$ cat config.mk
export PLATFORM = sky130hd
export DESIGN_NAME = imm_extend_pipe
export DESIGN_NICKNAME = d
export VERILOG_FILES = /design/src/rtl/imm_extend_pipe.sv
export SDC_FILE = /design/constraint.sdc
export NUM_CORES = 1
export LEC_CHECK = 0
export BUFFER_PORTS_ARGS = -buffer_cell sky130_fd_sc_hd__buf_2
export CAP_MARGIN = 20
export CORE_ASPECT_RATIO = 1.4
export CORE_MARGIN = 2
export CORE_UTILIZATION = 55
export DETAILED_ROUTE_END_ITERATION = 6
export HOLD_SLACK_MARGIN = 0.15
export PLACE_DENSITY = 0.87
export SETUP_SLACK_MARGIN = 0.3
export SLEW_MARGIN = 20
export SYNTH_ARGS = -nofsm -noshare
export SYNTH_HDL_FRONTEND = slang
export SYNTH_SLANG_ARGS = --single-unit
$ cat constraint.sdc
create_clock -name clk -period 1.9 [get_ports clk]
set_clock_uncertainty 0.05 [all_clocks]
set_input_delay 0.38 -clock clk [delete_from_list [all_inputs] [get_ports clk]]
set_output_delay 0.38 -clock clk [all_outputs]
set_load 0.05 [all_outputs]
$ cat src/rtl/imm_extend_pipe.sv
// Pipelined immediate extender: SEXT / ZEXT / UPPER / BRANCH modes behind a
// registered output stage with a one-entry skid buffer. Optional counter: IMMEXT_COUNT_EN.
module imm_extend_pipe #(
   parameter int IN_W  = 16,
   parameter int OUT_W = 32,
   parameter int CNT_W = 16
) (
   input  logic             clk,
   input  logic             reset,
   input  logic             in_valid,
   output logic             in_ready,
   input  logic [IN_W-1:0]  in_imm,
   input  logic [1:0]       in_mode,
   output logic             out_valid,
   input  logic             out_ready,
`ifdef IMMEXT_COUNT_EN
   output logic [CNT_W-1:0] out_count,
`endif
   output logic [OUT_W-1:0] out_data
);

   // Handshake: a transfer happens on a rising edge where valid and ready are
   // both high; a producer holds valid and its payload stable until it transfers.
   localparam logic [1:0] MODE_SEXT   = 2'b00;
   localparam logic [1:0] MODE_ZEXT   = 2'b01;
   localparam logic [1:0] MODE_UPPER  = 2'b10;
   localparam logic [1:0] MODE_BRANCH = 2'b11;

   logic             out_valid_q, out_valid_d;
   logic [OUT_W-1:0] out_data_q,  out_data_d;
   logic             skid_valid_q, skid_valid_d;
   logic [OUT_W-1:0] skid_data_q,  skid_data_d;
   logic             accept, drain;
   logic [OUT_W-1:0] sext_val, zext_val, ext_val;

   assign sext_val = {{(OUT_W-IN_W){in_imm[IN_W-1]}}, in_imm};
   assign zext_val = {{(OUT_W-IN_W){1'b0}}, in_imm};

   always_comb begin
      ext_val = sext_val;
      case (in_mode)
         MODE_SEXT:   ext_val = sext_val;
         MODE_ZEXT:   ext_val = zext_val;
         MODE_UPPER:  ext_val = zext_val << IN_W;
         MODE_BRANCH: ext_val = sext_val << 2;
         default:     ext_val = sext_val;
      endcase
   end

   // Ready depends only on registered state, so there is no path from out_ready.
   assign in_ready = !skid_valid_q && !reset;
   assign accept   = in_valid && in_ready;
   assign drain    = out_valid_q && out_ready;

   always_comb begin
      out_valid_d  = out_valid_q;
      out_data_d   = out_data_q;
      skid_valid_d = skid_valid_q;
      skid_data_d  = skid_data_q;
      if (!out_valid_q || drain) begin
         if (skid_valid_q) begin
            out_valid_d  = 1'b1;
            out_data_d   = skid_data_q;
            skid_valid_d = 1'b0;
            if (accept) begin
               skid_valid_d = 1'b1;
               skid_data_d  = ext_val;
            end
         end else if (accept) begin
            out_valid_d = 1'b1;
            out_data_d  = ext_val;
         end else begin
            out_valid_d = 1'b0;
         end
      end else if (accept) begin
         skid_valid_d = 1'b1;
         skid_data_d  = ext_val;
      end
   end

   always_ff @(posedge clk) begin
      if (reset) begin
         out_valid_q  <= 1'b0;
         out_data_q   <= '0;
         skid_valid_q <= 1'b0;
         skid_data_q  <= '0;
      end else begin
         out_valid_q  <= out_valid_d;
         out_data_q   <= out_data_d;
         skid_valid_q <= skid_valid_d;
         skid_data_q  <= skid_data_d;
      end
   end

   assign out_valid = out_valid_q;
   assign out_data  = out_data_q;

`ifdef IMMEXT_COUNT_EN
   logic [CNT_W-1:0] cnt_q, cnt_d;

   // Saturating count of accepted immediates.
   always_comb begin
      cnt_d = cnt_q;
      if (accept && (cnt_q != {CNT_W{1'b1}})) cnt_d = cnt_q + 1'b1;
   end

   always_ff @(posedge clk) begin
      if (reset) cnt_q <= '0;
      else       cnt_q <= cnt_d;
   end

   assign out_count = cnt_q;
`endif

endmodule
==> results list <==
* Area occupied by registers: 1330 um2
* CTS tree: done
- Number of warning messages in the yosys log: 0
- At the worst endpoint, the required time is 1.47 ns.
* Cell area after placement: 3230 um2
- The first routing iteration left 235 violations.
* Maxcap violations: 0
* Final sum of negative setup slack: 0 ns
- In this run the tool buffered the top-level ports with 55 buffer cells.
- Dividing the final minimum period by the clock period gives 0.848.
* Switching Power: 0.939 mW
- A synthesized cell averages 8.67 um2.
- Number of filler instances in the final layout: 439
* Worst R2R Start: skid_valid_q
- At the end of the flow the core is filled with cells to 0.667.
* Unrepaired setup endpoints after global routing: yes
- Setup violations remaining at the end of the flow were counted as 0.
* Top-area cell type share of the netlist area: 0.447
- The HPWL after detailed placement is ~4.9 mm.
- # DRC: 0
- Number of endpoints with negative hold slack in the final report: 0
- After detailed routing, the number of vias per cell comes to 6.09.
- Summed area of non-filler cells in the final layout: ~3500 um2
- The pre-antenna-repair detailed-routing pass consisted of 5 iterations.
- Clock-pin slew on the worst setup and hold paths: about 0.060 ns
* Final max-slew violation count: 0
* Endpoint type of the worst setup path: primary output
- The count of nets left with antenna violations once routing finished came out at 0.
- The completed layout was analyzed and its total power is 3.17 mW.
- Post-synth top area cell: sky130_fd_sc_hd__dfxtp_1
- Tracing the worst setup path back leads to its startpoint at skid_valid_q.
* Ports: 56
- Worst slack, placed: -0.0334 ns
* Normalized max-slew margin: 0.638
* Number of distinct library cell variants in the gate-level netlist after synthesis: 36
- The worst setup path is launched from a flip-flop.
* Placement row count: 31
- Critical setup path kind: reg -> out
- Counting along the longest clock path gives a buffer depth of 2.
- Leading cell types by total area after synthesis: sky130_fd_sc_hd__dfxtp_1 (45%), sky130_fd_sc_hd__nand2_1 (6.0%), sky130_fd_sc_hd__nor3_1 (5.1%)
- Synthesis produced a netlist whose cell count is 341.
- Number of clock sinks: 66
- Area growth from synthesis to layout: 17.2%
- Part of the total power dissipated in the clock network: 0.365
- The internal portion of the total power is 2.23 mW.
- Across every metal layer, demand over resource in global routing totals 0.265.
- After detailed placement, the design holds a cell count of 444.
- Drt wl/cell: around 17 um
- Result of the run: completed
- The analysis attributes to cell leakage a power of approximately 1.4 nW.
- At the pin with the least slew margin, the transition time is 0.544 ns.
* Total via count after detailed routing: 2800
* Part of the power in registers: 0.466
- Number of buffers added by the clock tree synthesis step: 9
- Subtracting the final worst setup slack from the clock period gives about 1.6 ns.
* Switching part of the total: 0.297
* Final estimated routing congestion in global placement: 0.882
- Number of buffers added for setup after CTS: 0
- The startpoint identified for the worst hold timing path is out_ready.
* H-tree Lvls: 3
- In this run, synthesis inferred 0 flip-flops with an integrated enable.
- Sequential area share after synthesis: 0.447
- The clock reaches the later pin of the worst-skew pair after 0.35 ns.
- Layout cells sized above 1: 0.261
- After synthesis, the share of flip-flops with an asynchronous set or reset is 0.
- After synthesis the cells add up to 2960 um2.
- The first global-routing pass estimated around 12 mm of wire.
- Die extent in y: 90.8 um
* Overall die area: 5990 um2
- Core area: 5200 um2
* Worst hold margin: 0.256 ns
- N_diodes: 0
- Wire length after detailed routing: 7.67 mm
- Largest net degree at the start of global routing: 47
* Crit path arrival time: 1.18 ns
* Combined area of the multi-input logic cells: around 1400 um2
- The cell sitting at the root of the clock tree is a sky130_fd_sc_hd__clkbuf_8.
- Post-synthesis sequential element count: between 60 and 70
- Final standard cell count with taps included and fillers excluded: 460
- The die is around 66 um wide.
* Synth Net Count: 363
- Final critical-path setup slack: 0.289 ns
* Starting density of the core: 0.569
- Vias in the first global route: ~2600
- For this run, the top clock speed supported by timing is 621 MHz.
* Antenna violations before repair: 0
- Worst min-delay path class: in -> reg
- Along the worst path, the maximum fanout reaches 5.
* Number of nets in the finished design: between 400 and 500
- Combinational share of power: 0.169
- For this run the aggregate overflow at the end of global routing stands at 0.
- Peak supply drop: 0.646 mV
- For this run, the leading register cell type out of synthesis is sky130_fd_sc_hd__dfxtp_1.
- Power density of the placed cells: approximately 910 nW/um2
[logic make-up after synthesis]
kind of cell,synth area share
AO/OA/AOI/OAI,0.252
buffers and inverters,0.0706
multiplexers,0.00677
AND/OR/NAND/NOR,0.224
flip-flops,0.447
[cell usage in the layout (no fill, tap or decap), types with 2 or more instances in the layout]
cell type	count
sky130_fd_sc_hd__o221ai_1	14
sky130_fd_sc_hd__a21oi_1	21
sky130_fd_sc_hd__a22o_1	14
sky130_fd_sc_hd__clkinv_2	2
sky130_fd_sc_hd__nor3_1	30
sky130_fd_sc_hd__buf_2	54
sky130_fd_sc_hd__clkbuf_8	10
sky130_fd_sc_hd__a22oi_1	14
sky130_fd_sc_hd__nand2b_1	16
sky130_fd_sc_hd__nand3_1	2
sky130_fd_sc_hd__dfxtp_1	64
sky130_fd_sc_hd__buf_4	11
sky130_fd_sc_hd__o21ai_0	15
sky130_fd_sc_hd__and3_1	2
sky130_fd_sc_hd__nor2_1	33
sky130_fd_sc_hd__clkinvlp_4	2
sky130_fd_sc_hd__a211oi_2	8
sky130_fd_sc_hd__inv_1	2
sky130_fd_sc_hd__nand2_1	47
sky130_fd_sc_hd__a211oi_1	8
sky130_fd_sc_hd__mux2i_1	2
[sequential cells by signal (all words and copies together) (netlist names)]
register and flops:
out_data 32, out_valid 1, skid_data_q 32, skid_valid_q 1
[final cells by class]
| cell class | count | share of cell area |
|---|---|---|
| well taps | 66 | 0.0238 |
| clock inverters | 5 | 0.0159 |
| flip-flops and latches | 66 | 0.383 |
| multi-input cells | 241 | 0.416 |
| inverters | 4 | 0.00433 |
| repair buffers | 68 | 0.118 |
| clock buffers | 10 | 0.0397 |
[power groups by stage]
stage	combinational [mW]	clock, mW	sequential, mW
CTS	0.525	1.16	1.48
global placement	0.509	0	1.51
global route	0.570	1.21	1.48
finish	0.535	1.16	1.48
floorplan	0.235	0	1.66
detailed placement	0.520	0	1.51
[synthesized netlist by cell type, drive strengths merged, types with 7 or more instances]
| library cell | instances |
|---|---|
| dfxtp | 66 |
| buf | 23 |
| a22o | 14 |
| nand2b | 16 |
| o221ai | 14 |
| nand2 | 47 |
| a21oi | 22 |
| nor3 | 31 |
| a22oi | 14 |
| a211oi | 16 |
| clkbuf | 7 |
| o21ai | 15 |
| nor2 | 35 |
[worst max-delay path, cell delays in order (launching register included)]
cell	delay, ns
sky130_fd_sc_hd__dfxtp_4	0.37
sky130_fd_sc_hd__buf_4	0.16
sky130_fd_sc_hd__nor2_4	0.13
sky130_fd_sc_hd__buf_6	0.18
[final timing paths]
check                                 endpoint  slack (ns)  depth (start not counted)
worst max-delay path                  in_ready        0.29                          3
worst min-delay path              skid_valid_q        0.26                          3
worst max register to register  skid_data_q[8]        0.37                          6
worst min register to register    out_data[18]        0.40                          2
[timing repair]
action	CTS	global route
hold endpoints to repair	0	0
cloned	0	1
pin swaps	1	0
setup endpoints to repair	2	30
hold buffers	0	0
resized for setup	4	3
[routing by layer]
metal	up-vias	track usage	share of wire
met5	-	0	0
li1	1315	-	-
met4	0	0.163	0.030
met2	162	0.426	0.49
met1	1299	0.324	0.40
met3	24	0.0399	0.078
Power figures use the tool's default switching activity.
